`config.mk`:
```
export PLATFORM = sky130hd
export DESIGN_NAME = mc_fsm_controller
export DESIGN_NICKNAME = d
export VERILOG_FILES = /design/src/rtl/arm_mc_pkg.sv /design/src/rtl/cond_check.sv /design/src/rtl/mc_fsm_controller.sv
export SDC_FILE = /design/constraint.sdc
export NUM_CORES = 1
export LEC_CHECK = 0
export CORE_MARGIN = 2
export CORE_UTILIZATION = 35
export DETAILED_ROUTE_END_ITERATION = 12
export PLACE_DENSITY = 0.72
export SYNTH_ARGS = -nofsm -noshare
export SYNTH_HDL_FRONTEND = slang
export SYNTH_HIERARCHICAL = 1
export SYNTH_SLANG_ARGS = --single-unit
```
`constraint.sdc`:
```
create_clock -name clk -period 2.09 [get_ports clk]
set_input_delay 0.418 -clock clk [delete_from_list [all_inputs] [get_ports clk]]
set_output_delay 0.418 -clock clk [all_outputs]
set_load 0.01 [all_outputs]
```
`src/rtl/arm_mc_pkg.sv`:
```
// Shared encodings for the multi-cycle ARM control unit: FSM states,
// datapath mux selects, ALU control codes and data-processing commands.
package arm_mc_pkg;

  typedef enum logic [3:0] {
    S_FETCH  = 4'd0,
    S_DECODE = 4'd1,
    S_MEMADR = 4'd2,
    S_MEMRD  = 4'd3,
    S_MEMWB  = 4'd4,
    S_MEMWR  = 4'd5,
    S_EXECR  = 4'd6,
    S_EXECI  = 4'd7,
    S_ALUWB  = 4'd8,
    S_BRANCH = 4'd9,
    S_HALT   = 4'd10
  } state_t;

  localparam logic [2:0] ALU_ADD = 3'b000;
  localparam logic [2:0] ALU_SUB = 3'b001;
  localparam logic [2:0] ALU_AND = 3'b010;
  localparam logic [2:0] ALU_ORR = 3'b011;

  localparam logic [1:0] SRCB_REG  = 2'b00;
  localparam logic [1:0] SRCB_IMM  = 2'b01;
  localparam logic [1:0] SRCB_FOUR = 2'b10;

  localparam logic [1:0] RES_ALUOUT    = 2'b00;
  localparam logic [1:0] RES_RDATA     = 2'b01;
  localparam logic [1:0] RES_ALURESULT = 2'b10;

  localparam logic [1:0] OP_DP  = 2'b00;
  localparam logic [1:0] OP_MEM = 2'b01;
  localparam logic [1:0] OP_BR  = 2'b10;
  localparam logic [1:0] OP_UND = 2'b11;

  localparam logic [3:0] CMD_AND = 4'b0000;
  localparam logic [3:0] CMD_SUB = 4'b0010;
  localparam logic [3:0] CMD_ADD = 4'b0100;
  localparam logic [3:0] CMD_CMP = 4'b1010;
  localparam logic [3:0] CMD_ORR = 4'b1100;

  // Decoded view of a data-processing cmd field.
  typedef struct packed {
    logic [2:0] alu_ctl;
    logic       no_write;  // result is discarded (CMP, unsupported cmds)
    logic       logic_op;  // flag update only touches N and Z
  } dp_dec_t;

  function automatic dp_dec_t dp_decode(input logic [3:0] cmd);
    dp_dec_t d;
    case (cmd)
      CMD_ADD: d = '{alu_ctl: ALU_ADD, no_write: 1'b0, logic_op: 1'b0};
      CMD_SUB: d = '{alu_ctl: ALU_SUB, no_write: 1'b0, logic_op: 1'b0};
      CMD_CMP: d = '{alu_ctl: ALU_SUB, no_write: 1'b1, logic_op: 1'b0};
      CMD_AND: d = '{alu_ctl: ALU_AND, no_write: 1'b0, logic_op: 1'b1};
      CMD_ORR: d = '{alu_ctl: ALU_ORR, no_write: 1'b0, logic_op: 1'b1};
      default: d = '{alu_ctl: ALU_ADD, no_write: 1'b1, logic_op: 1'b0};
    endcase
    return d;
  endfunction

endpackage

```
`src/rtl/cond_check.sv`:
```
// Evaluates an ARM condition field against the NZCV flag register.
module cond_check
  import arm_mc_pkg::*;
(
  input  logic [3:0] Cond,
  input  logic [3:0] Flags,
  output logic       cond_ex
);

  logic n_s, z_s, c_s, v_s, ge_s;

  assign {n_s, z_s, c_s, v_s} = Flags;
  assign ge_s = (n_s == v_s);

  // Condition-code truth table; 1111 is treated as never-execute.
  always_comb begin
    cond_ex = 1'b0;
    case (Cond)
      4'b0000: cond_ex = z_s;
      4'b0001: cond_ex = ~z_s;
      4'b0010: cond_ex = c_s;
      4'b0011: cond_ex = ~c_s;
      4'b0100: cond_ex = n_s;
      4'b0101: cond_ex = ~n_s;
      4'b0110: cond_ex = v_s;
      4'b0111: cond_ex = ~v_s;
      4'b1000: cond_ex = c_s & ~z_s;
      4'b1001: cond_ex = ~c_s | z_s;
      4'b1010: cond_ex = ge_s;
      4'b1011: cond_ex = ~ge_s;
      4'b1100: cond_ex = ~z_s & ge_s;
      4'b1101: cond_ex = z_s | ~ge_s;
      4'b1110: cond_ex = 1'b1;
      default: cond_ex = 1'b0;
    endcase
  end

endmodule

```
`src/rtl/mc_fsm_controller.sv`:
```
// Multi-cycle ARM control unit: sequences fetch/decode/execute/writeback
// over a shared datapath, holds NZCV and gates side effects on the condition.
module mc_fsm_controller
  import arm_mc_pkg::*;
#(
  parameter logic [3:0] FLAG_RESET = 4'b0000,
  parameter bit         UNDEF_TRAP = 1'b0
) (
  input  logic       clk,
  input  logic       reset,
  input  logic [1:0] Op,
  input  logic [5:0] Funct,
  input  logic [3:0] Rd,
  input  logic [3:0] Cond,
  input  logic [3:0] ALUFlags,
  output logic       PCWrite,
  output logic       AdrSrc,
  output logic       MemWrite,
  output logic       IRWrite,
  output logic [1:0] ResultSrc,
  output logic       ALUSrcA,
  output logic [1:0] ALUSrcB,
  output logic [2:0] ALUControl,
  output logic [1:0] ImmSrc,
  output logic [1:0] RegSrc,
  output logic       RegWrite,
  output logic [3:0] Flags,
  output logic [3:0] state,
  output logic       illegal
);

  state_t     state_r, state_next_s;
  logic [3:0] flags_r;
  logic       cond_ex_s, cond_ex_r;
  logic       flag_load_s, rd_pc_s;
  dp_dec_t    dp_dec_s;

  logic       pc_write_s, adr_src_s, mem_write_s, ir_write_s, alu_src_a_s;
  logic       reg_write_s, illegal_s;
  logic [1:0] result_src_s, alu_src_b_s;
  logic [2:0] alu_ctl_s;

  cond_check u_cond_check (
    .Cond    (Cond),
    .Flags   (flags_r),
    .cond_ex (cond_ex_s)
  );

  assign dp_dec_s = dp_decode(Funct[4:1]);
  assign rd_pc_s  = (Rd == 4'd15);

  // The condition is frozen at the end of DECODE so a flag update in EXEC
  // cannot change the outcome of the same instruction's writeback.
  assign flag_load_s = ((state_r == S_EXECR) || (state_r == S_EXECI)) &&
                       Funct[0] && cond_ex_r;

  // State, flag and latched-condition registers.
  always_ff @(posedge clk) begin
    if (reset) begin
      state_r   <= S_FETCH;
      flags_r   <= FLAG_RESET;
      cond_ex_r <= 1'b0;
    end else begin
      state_r <= state_next_s;
      if (state_r == S_DECODE) begin
        cond_ex_r <= cond_ex_s;
      end
      if (flag_load_s) begin
        flags_r <= dp_dec_s.logic_op ? {ALUFlags[3:2], flags_r[1:0]} : ALUFlags;
      end
    end
  end

  // Next-state selection.
  always_comb begin
    state_next_s = S_FETCH;
    case (state_r)
      S_FETCH:  state_next_s = S_DECODE;
      S_DECODE: begin
        case (Op)
          OP_MEM:  state_next_s = S_MEMADR;
          OP_DP:   state_next_s = Funct[5] ? S_EXECI : S_EXECR;
          OP_BR:   state_next_s = S_BRANCH;
          default: state_next_s = UNDEF_TRAP ? S_HALT : S_FETCH;
        endcase
      end
      S_MEMADR: state_next_s = Funct[0] ? S_MEMRD : S_MEMWR;
      S_MEMRD:  state_next_s = S_MEMWB;
      S_EXECR:  state_next_s = S_ALUWB;
      S_EXECI:  state_next_s = S_ALUWB;
      S_HALT:   state_next_s = S_HALT;
      default:  state_next_s = S_FETCH;
    endcase
  end

  // Per-state datapath controls before the reset mask.
  always_comb begin
    pc_write_s   = 1'b0;
    adr_src_s    = 1'b0;
    mem_write_s  = 1'b0;
    ir_write_s   = 1'b0;
    result_src_s = RES_ALUOUT;
    alu_src_a_s  = 1'b0;
    alu_src_b_s  = SRCB_REG;
    alu_ctl_s    = ALU_ADD;
    reg_write_s  = 1'b0;
    illegal_s    = 1'b0;
    case (state_r)
      S_FETCH: begin
        ir_write_s   = 1'b1;
        pc_write_s   = 1'b1;
        alu_src_a_s  = 1'b1;
        alu_src_b_s  = SRCB_FOUR;
        result_src_s = RES_ALURESULT;
      end
      S_DECODE: begin
        alu_src_a_s  = 1'b1;
        alu_src_b_s  = SRCB_FOUR;
        result_src_s = RES_ALURESULT;
        illegal_s    = (Op == OP_UND);
      end
      S_MEMADR: begin
        alu_src_b_s = SRCB_IMM;
        alu_ctl_s   = Funct[3] ? ALU_ADD : ALU_SUB;
      end
      S_MEMRD: begin
        adr_src_s = 1'b1;
      end
      S_MEMWB: begin
        result_src_s = RES_RDATA;
        reg_write_s  = cond_ex_r & ~rd_pc_s;
        pc_write_s   = cond_ex_r & rd_pc_s;
      end
      S_MEMWR: begin
        adr_src_s   = 1'b1;
        mem_write_s = cond_ex_r;
      end
      S_EXECR: begin
        alu_ctl_s = dp_dec_s.alu_ctl;
      end
      S_EXECI: begin
        alu_src_b_s = SRCB_IMM;
        alu_ctl_s   = dp_dec_s.alu_ctl;
      end
      S_ALUWB: begin
        reg_write_s = cond_ex_r & ~dp_dec_s.no_write & ~rd_pc_s;
        pc_write_s  = cond_ex_r & ~dp_dec_s.no_write & rd_pc_s;
      end
      S_BRANCH: begin
        alu_src_b_s  = SRCB_IMM;
        result_src_s = RES_ALURESULT;
        pc_write_s   = cond_ex_r;
      end
      default: begin
        pc_write_s = 1'b0;
      end
    endcase
  end

  // Reset forces every enable and select low in the same cycle, so an
  // instruction interrupted by reset produces no write.
  assign PCWrite    = reset ? 1'b0 : pc_write_s;
  assign AdrSrc     = reset ? 1'b0 : adr_src_s;
  assign MemWrite   = reset ? 1'b0 : mem_write_s;
  assign IRWrite    = reset ? 1'b0 : ir_write_s;
  assign ResultSrc  = reset ? 2'b00 : result_src_s;
  assign ALUSrcA    = reset ? 1'b0 : alu_src_a_s;
  assign ALUSrcB    = reset ? 2'b00 : alu_src_b_s;
  assign ALUControl = reset ? 3'b000 : alu_ctl_s;
  assign ImmSrc     = reset ? 2'b00 : Op;
  assign RegSrc     = reset ? 2'b00 : {(Op == OP_MEM), (Op == OP_BR)};
  assign RegWrite   = reset ? 1'b0 : reg_write_s;
  assign illegal    = reset ? 1'b0 : illegal_s;
  assign Flags      = flags_r;
  assign state      = state_r;

endmodule

```
==> qor.yml, run 1 <==
min_path:
  min_path_cells: 2
  hp-class: "reg -> reg"
  hold_path_end: "Flags[1]$_SDFFE_PP0P_"
  hp-start: "Flags[1]$_SDFFE_PP0P_"
finish:
  nets: 214
  final-seq-area_sq_um: 188
  fill_cells: 232
  diodes: 0
  drive_above_1_share: 0.277
  finish.instance_area_sq_um: 1660
  multiInputGateArea_sq_um: 743
  syn_to_final_growth_pct: 75.9
synthesis:
  ys.flop_type: "dfxtp_1"
  netlist_instances: 124
  async_flop_share: 0
  synth_nets: 146
  synth_edf_count: 0
  synth_area_sq_um: 941
  synth_cell_type_count: 50
  synth-seq-cells: 9
  ys_seq_area_frac: 0.191
  yosys_warnings: 6
  synth.avg_cell_area_sq_um: 7.59
placed_design:
  place_hpwl_mm: 2.40
  place_area_sq_um: 1580
  io_buffer_count: 46
  gp_congestion: 0.797
  place_ws_ns: -0.473
sta:
  rsz0062_at_grt: "no"
  finalMaxSlewViolations: 0
  fmax_ghz: 0.491
  skew_ns: 0.00840
  period_share: 0.974
  fin_ws_ns: 0.0535
  min_period_ns: 2.04
  setup_viol: 0
  hold_viol_final: 0
drt:
  first_iter_violations: 15
  drt_first_pass_iters: 4
  antenna_left: 0
  vias: 1188
  finalWirelength_mm: 3.13
  wire_per_inst_um: 14.2
  drt-vias-per-instance: 5.38
  drc: 0
global_route:
  grt_max_degree: 13
  antenna_found_initial: 0
  grtUsageTotal: 0.208
  grt_pass1_vias: 1190
  grt_pass1_wl_mm: 5.27
  gr-total-overflow: 0
power:
  p_leak_nw: 0.758
  vdd_drop_max_v: 0.000282
  cellPowerDensity_nw_per_um2: 354
worst_setup_path:
  critPathCaptureType: "output pin"
  worst_path_max_delay_cell: "or3_4"
  crit_cells: 5
  worstPathRequired_ns: 1.67
  critPathMaxFanout: 4
  startpoint_type: "input port"
  cp_slowest_stage_delay_ns: 0.34
  r2r_end: "cond_ex_r$_SDFFE_PP0P_"
  crit_arrival_ns: 1.62
  path_buf_inv: 3
  path_cells: "dlygate4sd2_1 -> or3_4 -> buf_4 -> nor3_1 -> dlygate4sd1_1"
  r2r_slack_ns: 0.46
  reg2reg_depth: 6
  r2r_start: "Flags[3]$_SDFFE_PP0P_"
  crit_type: "in -> out"
  crit_family: "buffers and inverters"
clocking:
  clkLatencyLatePin_ns: 0.26
  htree_num_levels: 1
  cts-root-buf: "clkbuf_4"
  clk_pin_slew_ns: 0.06
  cts-buffers-inserted: 3
  cts_buffer_depth: 2
  clock_sinks: 9
  cts_tree: "yes"
  postCtsHoldBufs: 0
status:
  status: "finished, final reports clean"
die:
  ios: 48
  placementRows: 18
  die_h_um: 55.9
  fp.coreArea_sq_um: 2520
  start_util: 0.373
  die_w_um: 55.9
  die_area_sq_um: 3120
run:
  maxCapViolations: 0
## area by class of cell
| type | count | area share |
|---|---|---|
| clock buffer | 4 | 0.0159 |
| inverter | 3 | 0.00680 |
| multi-input combinational | 102 | 0.449 |
| sequential | 9 | 0.113 |
| tap | 30 | 0.0227 |
| timing repair buffer | 73 | 0.392 |
## registers in the layout, indices dropped and copies added (netlist names)
register   cells
Flags          4
state          4
cond_ex_r      1
## report_power, final
group	leakage [nW]	internal (W)	switching (W)
combinational	0.668	0.000148	0.000107
sequential	0.0750	0.000179	0.0000163
clock	0.0150	0.0000736	0.0000616
## worst min-delay path, stage by stage (launching register included)
cell and delay (ns):
dfxtp_1 0.34, nand2b_1 0.08, mux2i_1 0.06
## layer usage
layer | GRT usage | part of all wire
met1 | 0.257 | 0.44
met2 | 0.354 | 0.48
met3 | 0.0558 | 0.067
met4 | 0.0578 | 0.013
met5 | 0 | 0
## synthesized netlist by cell type (all sizes together) (3+ instances only)
| cell type | count | area share |
|---|---|---|
| nor2 | 9 | 0.039 |
| nand2b | 7 | 0.047 |
| and3b | 3 | 0.028 |
| nor2b | 7 | 0.047 |
| inv | 3 | 0.012 |
| mux2i | 3 | 0.032 |
| buf | 9 | 0.056 |
| a21oi | 7 | 0.037 |
| nand3 | 3 | 0.016 |
| nand2 | 7 | 0.028 |
| dfxtp | 9 | 0.19 |
| nor4b | 3 | 0.041 |
| xor2 | 4 | 0.037 |
| nand4 | 3 | 0.020 |
| nor3 | 6 | 0.037 |
| o21ai | 6 | 0.032 |
## metrics by stage
| stage | util | hold WS [ns] | power (W) | setup TNS, ns | cells |
|---|---|---|---|---|---|
| after CTS | 0.638 | 0.545 | 0.000582 | 0 | 219 |
| after global placement | 0.627 | 0.511 | 0.000445 | -5.08 | 215 |
| final | 0.656 | 0.530 | 0.000586 | 0 | 221 |
| after floorplan | - | 0.512 | 0.000301 | 0 | 124 |
| after global routing | 0.656 | 0.560 | 0.000627 | 0 | 221 |
| after detailed placement | 0.627 | 0.538 | 0.000450 | -5.74 | 215 |
## worst max path at each step
stage / from / end / slack (ns)
4_1_cts: Funct[2] / ALUControl[1] / 0.002
6_report: reset / IRWrite / 0.05
3_5_place_dp: reset / IRWrite / -0.47
2_1_floorplan: state[3]$_SDFF_PP0_ / ALUControl[1] / 0.45
3_3_place_gp: Funct[3] / RegWrite / -0.44
5_1_grt: reset / IRWrite / 0.003
## cell families (layout without fill, tap and decap cells)
| family | count (synthesis) | count (layout) | share of synthesized area |
|---|---|---|---|
| buffers and inverters | 13 | 80 | 0.0718 |
| muxes | 5 | 5 | 0.0598 |
| other | 1 | 1 | 0.00399 |
| AOI/OAI and AO/OA | 30 | 30 | 0.213 |
| DFF | 9 | 9 | 0.191 |
| and+or+nand+nor | 60 | 60 | 0.396 |
| xor gates and xnor gates | 6 | 6 | 0.0638 |
## repair_timing
action | in CTS | in global routing
endpoints found under the setup margin | 17 | 7
resized for setup | 37 | 13
hold endpoints to repair | 0 | 0
pin swaps | 2 | 0
buffers inserted | 0 | 2
## placed cells by master (no fill, tap or decap), drive strengths merged, types with 3 or more instances in the layout
master,count
buf,30
mux2i,3
nor2,9
nor4b,3
nor3,6
clkbuf,5
clkdlybuf4s50,25
dfxtp,9
nand2,7
a21oi,7
nand2b,7
nand3,3
nor2b,7
dlygate4sd2,12
and3b,3
nand4,3
inv,3
dlymetal6s2s,4
xor2,4
o21ai,6
Note: power is estimated with default switching activity, not from simulation.
==> run 2: changes to the inputs <==
- CORE_ASPECT_RATIO: default -> 1.2
- GPL_TIMING_DRIVEN: default -> 0
==> qor.yml, run 2 (synthesized netlist as in run 1, its figures left out) <==
status:
  status: "finished, final reports clean"
worst_setup_path:
  critPathCaptureType: "output pin"
  crit_arrival_ns: 1.59
  crit_type: "in -> out"
  reg2reg_depth: 6
  worstPathRequired_ns: 1.67
  startpoint_type: "input port"
  critPathMaxFanout: 5
finish:
  layout_commonest_cell: "clkdlybuf4s50_1"
  diodes: 0
  drive_above_1_share: 0.192
  layout_common_cells: "24 x clkdlybuf4s50_1, 10 x dlygate4sd2_1"
  fin_util: 0.578
  stdcell_count: 205
  finish.instance_area_sq_um: 1480
  syn_to_final_growth_pct: 56.9
  nets: 195
placed_design:
  gp_congestion: 0.919
  place_hpwl_mm: 2.15
  place_area_sq_um: 1420
  dpl.cell_count: 201
  io_buffer_count: 44
sta:
  skew_ns: 0.00219
  fmax_ghz: 0.499
  min_period_ns: 2.01
  setup_viol: 0
  finalMaxSlewViolations: 0
  period_share: 0.959
  rsz0062_at_grt: "no"
  timing.setup.tns_ns: 0
  hold_viol_final: 0
die:
  die_w_um: 51.3
  start_util: 0.369
  placementRows: 20
  ios: 48
  fp.coreArea_sq_um: 2550
  die_area_sq_um: 3120
  die_h_um: 60.8
global_route:
  grt_pass1_wl_mm: 4.97
  grt_pass1_vias: 1095
  grtUsageTotal: 0.208
  antenna_found_initial: 0
  gr-total-overflow: 0
  grt_max_degree: 11
drt:
  drt_first_pass_iters: 4
  antenna_left: 0
  first_iter_violations: 27
  drc: 0
  vias: 1133
  wire_per_inst_um: 14.2
  finalWirelength_mm: 2.90
  drt-vias-per-instance: 5.53
clocking:
  cts-root-buf: "clkbuf_4"
  post_cts_buffers: 0
  clkLatencyLatePin_ns: 0.26
  cts-buffers-inserted: 3
  postCtsHoldBufs: 0
  clk_pin_slew_ns: 0.06
  cts_tree: "yes"
  cts_buffer_depth: 2
  htree_num_levels: 1
  clock_sinks: 9
power:
  p_leak_nw: 0.647
  cellPowerDensity_nw_per_um2: 374
  vdd_drop_max_v: 0.000261
  fin_total_pwr_w: 0.000552
min_path:
  min_path_cells: 2
  hp-class: "reg -> reg"
run:
  maxCapViolations: 0
## run 2: changes by cell type in the layout (fill, tap and decap cells not counted), moves of 2 or more
cell,before,now
buf_6,0,2
dlygate4sd2_1,12,10
buf_4,26,5
buf_2,3,7
nor2b_2,2,0
## run 2: layout make-up
class | count | area, sq um
inverters | 3 | 11.3
fillers | 247 | 1080
well taps | 33 | 41.3
clock buffers | 4 | 26.3
plain buffers | 10 | 73.8
multi-input cells | 102 | 723
flip-flops and latches | 9 | 188
repair buffers | 44 | 413
## run 2: routing by layer
metal | GRT usage | share of wire
met1 | 0.256 | 0.44
met2 | 0.364 | 0.47
met3 | 0.0443 | 0.070
met4 | 0.0677 | 0.023
met5 | 0 | 0
## run 2: path summary, 6_finish.rpt
kind                                                to  slack (ns)                   from
worst min-delay path             Flags[1]$_SDFFE_PP0P_        0.52  Flags[1]$_SDFFE_PP0P_
worst max-delay path                           illegal        0.08                  Op[0]
worst min register to register   Flags[1]$_SDFFE_PP0P_        0.52  Flags[1]$_SDFFE_PP0P_
worst max register to register  cond_ex_r$_SDFFE_PP0P_        0.48  Flags[3]$_SDFFE_PP0P_
## run 2: where the power goes
group          internal [W]  switching [W]  total (W)
combinational      0.000117       0.000104   0.000221
clock             0.0000738      0.0000658   0.000140
sequential         0.000179      0.0000116   0.000191
total              0.000370       0.000182   0.000552
## run 2: metrics by stage
step                      worst slack [ns]  hold WS [ns]
after floorplan                      0.452         0.512
after global routing               0.00325         0.558
after detailed placement            -0.646         0.525
after global placement              -0.651         0.501
final                               0.0847         0.516
after CTS                           -0.190         0.529
## run 2: timing repair
action,4_1_cts,5_1_grt
resized for setup,43,12
pin swaps,0,1
setup endpoints to repair,17,8
## run 2: critical path, stage by stage
cell and delay (ns):
clkdlybuf4s50_1 0.55, nor2b_4 0.18, and3_1 0.16, dlygate4sd2_1 0.28
